File: src/rtl/bitwise_unit_arbiter_pkg.sv
// Shared opcode constants and response-register state encoding for the
// two-requester bitwise unit arbiter.
package bitwise_unit_arbiter_pkg;

  localparam logic [1:0] OP_AND = 2'b00;
  localparam logic [1:0] OP_OR  = 2'b01;
  localparam logic [1:0] OP_NOT = 2'b10;
  localparam logic [1:0] OP_XOR = 2'b11;

  typedef enum logic {
    EMPTY = 1'b0,
    FULL  = 1'b1
  } state_t;

endpackage

File: src/rtl/bitwise_unit_arbiter_bitwise_logic_unit.sv
// Combinational bitwise logic unit: AND, OR, NOT a, XOR on WIDTH-bit operands.
// No carries cross bit positions, so the result is always exactly WIDTH bits.
module bitwise_logic_unit
  import bitwise_unit_arbiter_pkg::*;
#(
  parameter int WIDTH = 32
) (
  input  logic [1:0]       op,
  input  logic [WIDTH-1:0] a,
  input  logic [WIDTH-1:0] b,
  output logic [WIDTH-1:0] result
);

  logic [WIDTH-1:0] and_res;
  logic [WIDTH-1:0] or_res;
  logic [WIDTH-1:0] not_res;
  logic [WIDTH-1:0] xor_res;

  assign and_res = a & b;
  assign or_res  = a | b;
  assign not_res = ~a;
  assign xor_res = a ^ b;

  always_comb begin
    result = and_res;
    case (op)
      OP_AND:  result = and_res;
      OP_OR:   result = or_res;
      OP_NOT:  result = not_res;
      OP_XOR:  result = xor_res;
      default: result = and_res;
    endcase
  end

endmodule

File: src/rtl/bitwise_unit_arbiter.sv
// Two requesters share one bitwise logic unit through a round-robin arbiter;
// the result is held in a single response register with valid/ready output.
module bitwise_unit_arbiter
  import bitwise_unit_arbiter_pkg::*;
#(
  parameter int WIDTH = 32
) (
  input  logic             clock,
  input  logic             reset,
  input  logic             req0_valid,
  input  logic [1:0]       req0_op,
  input  logic [WIDTH-1:0] req0_a,
  input  logic [WIDTH-1:0] req0_b,
  output logic             req0_ready,
  input  logic             req1_valid,
  input  logic [1:0]       req1_op,
  input  logic [WIDTH-1:0] req1_a,
  input  logic [WIDTH-1:0] req1_b,
  output logic             req1_ready,
  output logic             rsp_valid,
  output logic             rsp_id,
  output logic [WIDTH-1:0] rsp_data,
  input  logic             rsp_ready
);

  state_t           state;
  state_t           state_next;
  logic             last_grant;
  logic             grant;
  logic             can_accept;
  logic             accept;
  logic [1:0]       sel_op;
  logic [WIDTH-1:0] sel_a;
  logic [WIDTH-1:0] sel_b;
  logic [WIDTH-1:0] alu_result;

  // Round-robin: on a tie the requester not served last time wins.
  always_comb begin
    grant = 1'b0;
    if (req0_valid && !req1_valid) begin
      grant = 1'b0;
    end else if (req1_valid && !req0_valid) begin
      grant = 1'b1;
    end else if (req0_valid && req1_valid) begin
      grant = ~last_grant;
    end
  end

  assign rsp_valid  = (state == FULL);
  assign can_accept = (state == EMPTY) || (rsp_valid && rsp_ready);

  // Readies are masked while reset is held so nothing transfers during reset.
  assign req0_ready = !reset && can_accept && req0_valid && !grant;
  assign req1_ready = !reset && can_accept && req1_valid &&  grant;
  assign accept     = req0_ready || req1_ready;

  assign sel_op = grant ? req1_op : req0_op;
  assign sel_a  = grant ? req1_a  : req0_a;
  assign sel_b  = grant ? req1_b  : req0_b;

  bitwise_logic_unit #(
    .WIDTH(WIDTH)
  ) u_logic (
    .op     (sel_op),
    .a      (sel_a),
    .b      (sel_b),
    .result (alu_result)
  );

  always_comb begin
    state_next = state;
    case (state)
      EMPTY: if (accept) state_next = FULL;
      FULL:  if (rsp_ready && !accept) state_next = EMPTY;
      default: state_next = EMPTY;
    endcase
  end

  always_ff @(posedge clock or posedge reset) begin
    if (reset) begin
      state      <= EMPTY;
      last_grant <= 1'b1;
      rsp_id     <= 1'b0;
      rsp_data   <= '0;
    end else begin
      state <= state_next;
      if (accept) begin
        last_grant <= grant;
        rsp_id     <= grant;
        rsp_data   <= alu_result;
      end
    end
  end

endmodule

File: config.mk
export PLATFORM = sky130hd
export DESIGN_NAME = bitwise_unit_arbiter
export DESIGN_NICKNAME = d
export VERILOG_FILES = /design/src/rtl/bitwise_unit_arbiter_pkg.sv /design/src/rtl/bitwise_unit_arbiter_bitwise_logic_unit.sv /design/src/rtl/bitwise_unit_arbiter.sv
export SDC_FILE = /design/constraint.sdc
export NUM_CORES = 1
export LEC_CHECK = 0
export BUFFER_PORTS_ARGS = -buffer_cell sky130_fd_sc_hd__buf_4
export CAP_MARGIN = 20
export CORE_UTILIZATION = 50
export DETAILED_ROUTE_END_ITERATION = 16
export HOLD_SLACK_MARGIN = 0.1
export PLACE_DENSITY = 0.83
export SYNTH_ARGS = -nofsm -noshare
export SYNTH_HDL_FRONTEND = slang
export SYNTH_HIERARCHICAL = 1
export SYNTH_SLANG_ARGS = --single-unit
export TNS_END_PERCENT = 100
File: constraint.sdc
create_clock -name clock -period 2.55 [get_ports clock]
set_input_delay 0 -clock clock [delete_from_list [all_inputs] [get_ports clock]]
set_output_delay 0 -clock clock [all_outputs]
set_load 0.02 [all_outputs]
# ---- Word-level counts from Yosys, hierarchy flattened
# Index checks and enable logic that the tools add are counted.
dict set report op_classes {
  reduce_logical 18
  magnitude_cmp 0
  muxes 10
  shifts 0
  eq_ne 3
  div 0
  mul 0
  addsub 0
  n_bitwise 6
}
# cell count
set ops {}
lappend ops {{one-hot mux 32 bit (4 select lines)} 1}
lappend ops {{2-to-1 mux 32 bit} 2}
lappend ops {{bitwise AND 32 bit} 1}
lappend ops {{NOT 32 bit} 1}
lappend ops {{OR 32 bit} 1}
lappend ops {{XOR 32 bit} 1}
lappend ops {{logical AND 1 bit} 10}
lappend ops {{logical NOT 1 bit} 5}
lappend ops {{2-to-1 mux 1 bit} 5}
lappend ops {{equality test 2 bit (second input constant)} 2}
lappend ops {{equality test 2 x 1 -> 1 bit (second input constant)} 1}
lappend ops {{logical NOT 2 bit} 1}
lappend ops {{logical OR 1 bit} 2}
lappend ops {{2-to-1 mux 2 bit} 1}
lappend ops {{NOT 1 bit} 2}
lappend ops {{one-hot mux 1 bit (2 select lines)} 1}
dict set report totals {
  wordCells 41
  latch_bits 0
  reg_bits 35
  in_bits 137
  n_memories 0
  mem_bits_rw 0
  rom_bits 0
}

# ---- Logic depth before layout (Yosys ltp)
dict set report logic_depth {
  ltp_word 11
  ltp_mapped 9
}

# ---- Cells and area by module
# Netlist, hierarchy kept.
# module seq_area_each_um2 n_inst cells_each area_per_inst_um2
set modules_own_cells {}
lappend modules_own_cells {bitwise_unit_arbiter 877.1 1 155 2173.3}
lappend modules_own_cells {bitwise_logic_unit 0.0 1 199 1975.6}

# ---- Worst setup path after synthesis
# Ideal clock, no wire load.
dict set report synth_timing {
  kind {register to register}
  from {register last_grant}
  to {register rsp_data[19]}
  period_less_slack_ns 2.297
  arrival_ns 2.172
  stages_incl_launch_ff 9
  slack_ns 0.253
  n_path_buf 2
  required_time_ns 2.425
  setup_ns 0.125
  path_cell_list {dfstp_2 a21boi_4 buf_6 buf_6 mux2_1 inv_1 ha_1 mux4_2 mux2_2}
}
dict set report synth_between {
  elab_chain_len 7
}
# element line
set synth_lines {}
lappend synth_lines {{from (decl)} bitwise_unit_arbiter.sv:28} ;# logic last_grant;
lappend synth_lines {{from (signal assigned)} bitwise_unit_arbiter.sv:88} ;# last_grant <= grant;
lappend synth_lines {{NOT 1 bit (*)} bitwise_unit_arbiter.sv:45} ;# grant = ~last_grant;
lappend synth_lines {{2-to-1 mux 1 bit (*)} bitwise_unit_arbiter.sv:44} ;# end else if (req0_valid && req1_valid) begin
lappend synth_lines {{2-to-1 mux 1 bit (*)} bitwise_unit_arbiter.sv:42} ;# end else if (req1_valid && !req0_valid) begin
lappend synth_lines {{2-to-1 mux 1 bit (*)} bitwise_unit_arbiter.sv:40} ;# if (req0_valid && !req1_valid) begin
lappend synth_lines {{2-to-1 mux 32 bit (*)} bitwise_unit_arbiter.sv:59} ;# assign sel_b = grant ? req1_b : req0_b;
lappend synth_lines {{net sel_b[19]} bitwise_unit_arbiter.sv:34} ;# logic [WIDTH-1:0] sel_b;
lappend synth_lines {{XOR 32 bit (tied with other cells)} bitwise_unit_arbiter_bitwise_logic_unit.sv:22} ;# assign xor_res = a ^ b;
lappend synth_lines {{one-hot mux 32 bit (4 select lines) (*)} bitwise_unit_arbiter_bitwise_logic_unit.sv:26} ;# case (op)
lappend synth_lines {{net alu_result[19]} bitwise_unit_arbiter.sv:35} ;# logic [WIDTH-1:0] alu_result;
lappend synth_lines {{to (signal assigned)} bitwise_unit_arbiter.sv:90} ;# rsp_data <= alu_result;
lappend synth_lines {{to (decl)} bitwise_unit_arbiter.sv:22} ;# output logic [WIDTH-1:0] rsp_data,
# Mark *: on every way through the listed nets, which the timed path passes. The rest lies on a longest branch.
# A chain may end at the register's enable or synchronous reset.

# ---- Worst setup path after layout
dict set report layout_timing {
  from {input req0_valid}
  to {register rsp_data[30]}
}
dict set report layout_between {
  elab_chain_len 7
}
# element line
set layout_lines {}
lappend layout_lines {{from (decl)} bitwise_unit_arbiter.sv:10} ;# input logic req0_valid,
lappend layout_lines {{logical AND 1 bit / logical NOT 1 bit (equally long branches)} {bitwise_unit_arbiter.sv:44, bitwise_unit_arbiter.sv:42}}
lappend layout_lines {{2-to-1 mux 1 bit / logical AND 1 bit (equally long branches)} {bitwise_unit_arbiter.sv:44, bitwise_unit_arbiter.sv:42}}
lappend layout_lines {{2-to-1 mux 1 bit} bitwise_unit_arbiter.sv:42}
lappend layout_lines {{2-to-1 mux 1 bit (*)} bitwise_unit_arbiter.sv:40}
lappend layout_lines {{2-to-1 mux 32 bit (*)} bitwise_unit_arbiter.sv:58} ;# assign sel_a = grant ? req1_a : req0_a;
lappend layout_lines {{net sel_a[30]} bitwise_unit_arbiter.sv:33} ;# logic [WIDTH-1:0] sel_a;
lappend layout_lines {{XOR 32 bit (tied with other cells)} bitwise_unit_arbiter_bitwise_logic_unit.sv:22}
lappend layout_lines {{one-hot mux 32 bit (4 select lines) (*)} bitwise_unit_arbiter_bitwise_logic_unit.sv:26}
lappend layout_lines {{net alu_result[30]} bitwise_unit_arbiter.sv:35}
# Marked as above.

==> summary.md <==
| Metric | Value |
|---|---|
| First-pass GRT wire length | `15550 um` |
| DP HPWL | `7380 um` |
| Area of the multi-input gates | `0.002725 mm^2` |
| Post-route setup TNS | `0 ns` |
| Critical-path cell list | `dlygate4sd3_1, buf_4, a21boi_4, buf_12, mux2_2, inv_1, ha_1, mux4_2, mux2_2` |
| Multiplexer share of the synthesized area | `44.15%` |
| Most used cell, CP | `mux2_2` |
| H-tree Lvls | `2` |
| Critical path's slowest cell | `dlygate4sd3_1` |
| Port buffer count | `172` |
| Tmin final | `2.443 ns` |
| Sw frac | `36.41%` |
| DR pass1 iterations | `4` |
| CP endpoint kind | `flop` |
| Seq pwr share | `29.2%` |
| Final #Nets | `730` |
| Fillers | `581` |
| Routed Antenna Nets | `0` |
| Die Width | `93.10 um` |
| Synth Area in Adders | `19.30%` |
| Die Ht | `93.10 um` |
| Pint | `1886 uW` |
| Final WL | `9312 um` |
| FFs w/ async S/R, synth | `100.0%` |
| Final setup violating endpoints | `0` |
| Clock Latency Late Sink | `0.29 ns` |
| Max clock buf depth | `2` |
| Post-Syn Area | `0.004149 mm^2` |
| Share of Yosys cell area claimed by the top area cell type | `26.06%` |
| Status | `finished, final reports clean` |
| Drt wl/cell | `14.73 um` |
| Site row count | `32` |
| Synth area leader | `mux2_2` |
| Fin Hold WS | `0.2127 ns` |
| Total net switching power | `1080 uW` |
| Synth Register Bits | `35` |
| Xor and xnor area share after synthesis | `0%` |
| Vias in the first global route | `3599` |
| Synth cell types | `23` |
| Largest net degree at the start of global routing | `40` |
| CP Max Fanout | `28` |
| Compound-Gate Fraction of Synth Area | `1.357%` |
| MaxCap Viol Count | `0` |
| RSZ-0062 raised after global routing | `no` |
| Gate power share | `57.4%` |
| Synthesized area per cell | `11.72 um^2` |
| TritonCTS buffer count | `5` |
| Initial antenna violation count | `0` |
| Slew HR | `66.16%` |
| IO Pins | `173` |
| Syn nets | `555` |
| Hold Violations, Final | `0` |
| FF/Latch Area | `877.1 um^2` |
| Ys flop type | `dfrtp_1` |
| CP Launch Type | `input port` |
| Worst EP required | `2.72 ns` |
| Clock power frac | `13.4%` |
| Top-count cell post-synth | `inv_1` |
| Main combinational cell family by area after synthesis | `multiplexers` |
| Root buffer cell | `clkbuf_8` |
| Core area | `0.007888 mm^2` |
| Clk_skew | `0.009409 ns` |
| Yosys warns | `6` |
| Static Leakage | `0.002926 uW` |
| Die area | `0.008667 mm^2` |
| Peak supply drop | `0.2394 mV` |
| Post-synth EDFFs | `0` |
| Proportion of layout cells with a drive suffix above 1 | `59.06%` |
| Simple-Gate Fraction of Synth Area | `0.7841%` |
| Initial Util | `52.60%` |
| Max incr delay on CP | `0.54 ns` |
| GR Overflow Total | `0` |
| P&R area growth vs syn | `35.65%` |
| Power Density | `527.1 mW/mm^2` |
| Vias per cell | `5.141` |
| Final Wtd Congestion | `0.8310` |
| HP Class | `in2reg` |
| Worst-Margin Slew | `0.5076 ns` |
| Sequential area share after synthesis | `21.14%` |
| Post-route clock period utilization | `95.80%` |
| Top cells by area, synth | `mux2_2 26%, dfrtp_1 21%, ha_1 19%` |
| GRT Util Overall | `22.81%` |
| Initial drt markers | `72` |
| Via count | `3249` |
| Clock slew at reported path FFs | `0.06 ns` |
| Worst Path Arrival | `2.61 ns` |
| Crit Path Category | `in2reg` |
| Mapped Cells | `354` |
| Ant diodes | `0` |
| TritonCTS sink count | `35` |
| Postcts setup bufs | `0` |
| DRC errors left | `0` |
| Most common library cells after synthesis | `97 x inv_1, 96 x mux2_2, 64 x ha_1` |
| CTS tree | `yes` |
| Slew Limit Fails | `0` |
| Max Fclk | `0.4093 GHz` |
[flip-flops by register name, summed over array words and instances, names as in the netlist]
| signal | cells |
|---|---|
| rsp_data | 32 |
| last_grant | 1 |
| rsp_id | 1 |
| rsp_valid | 1 |
[worst max-delay path: cells and delay by family]
kind                     cells  cell delay (ns)
buffers and inverters        4             1.02
adder cells (fa/ha/maj)      1             0.23
AO/OA/AOI/OAI                1             0.25
multiplexers                 3             1.10
[power groups by stage]
stage / registers (uW) / logic (uW) / clock network, uW
5_1_grt: 890 / 1850 / 432
3_5_place_dp: 878 / 1700 / 0
3_3_place_gp: 866 / 1620 / 0
6_report: 866 / 1700 / 397
2_1_floorplan: 1100 / 832 / 0
4_1_cts: 867 / 1720 / 409
[layout make-up]
cell class	count	area share, %
inverter	97	6.470
timing repair buffer	185	25.83
sequential	35	15.58
tap	102	2.268
clock buffer	8	1.423
multi-input combinational	205	48.42
[path summary, 6_finish.rpt]
check,from,to,slack [ns],depth (start not counted)
min in group asynchronous,reset,rsp_data[16]$_DFFE_PP0P_,0.43,4
setup / recovery,req0_valid,rsp_data[30]$_DFFE_PP0P_,0.11,9
hold / removal,rsp_ready,rsp_id$_DFFE_PP0P_,0.21,4
hold reg to reg,rsp_id$_DFFE_PP0P_,rsp_id$_DFFE_PP0P_,0.49,1
setup reg to reg,last_grant$_DFFE_PP1P_,rsp_data[30]$_DFFE_PP0P_,0.12,7
max in group asynchronous,reset,last_grant$_DFFE_PP1P_,1.75,4
[stage by stage]
| stage | setup slack [ns] | std cells | power [uW] | instance area (um^2) | utilization [%] |
|---|---|---|---|---|---|
| 5_1_grt | 0.02769 | 632 | 3170 | 5628 | 71.35 |
| 3_3_place_gp | 0.1341 | 618 | 2491 | 5484 | 69.53 |
| 3_5_place_dp | 0.08593 | 618 | 2581 | 5484 | 69.53 |
| 2_1_floorplan | 0.2530 | 354 | 1932 | 4149 | - |
| 4_1_cts | 0.07997 | 632 | 2996 | 5624 | 71.30 |
| 6_report | 0.1070 | 632 | 2966 | 5628 | 71.35 |
[cell families (layout without fill, tap and decap cells)]
family | count (synthesis) | count (layout)
buffers and inverters | 114 | 290
DFF | 35 | 35
adders and majority gates | 64 | 64
muxes | 130 | 130
and+or+nand+nor | 5 | 5
AOI/OAI and AO/OA | 6 | 6
[cell usage in the layout (no fill, tap or decap)]
cell	n
buf_12	4
a41oi_1	1
clkinv_1	1
mux2_2	95
dfstp_2	1
nand3_1	1
mux4_2	30
dlygate4sd3_1	6
ha_1	64
a21o_1	1
mux2_1	2
inv_1	96
a31oi_1	1
dfrtp_1	34
buf_4	175
clkbuf_8	5
o21ai_0	1
clkbuf_1	3
a21boi_4	1
nor2_1	2
mux4_1	2
o211a_1	1
mux2_4	1
nand2b_4	1
and3_1	1
[what timing repair did]
item / 4_1_cts / 5_1_grt
hold buffers: 6 / 0
setup endpoints to repair: 0 / 25
hold endpoints to repair: 37 / 0
gates resized for setup: 0 / 1
[per-layer routing]
| layer | global-route usage, % | part of all wire [%] |
|---|---|---|
| met2 | 45.28 | 55 |
| met4 | 7.564 | 2.5 |
| met5 | 0 | 0 |
| met3 | 4.309 | 5.1 |
| met1 | 23.61 | 37 |
Note: power is estimated with default switching activity, not from simulation.
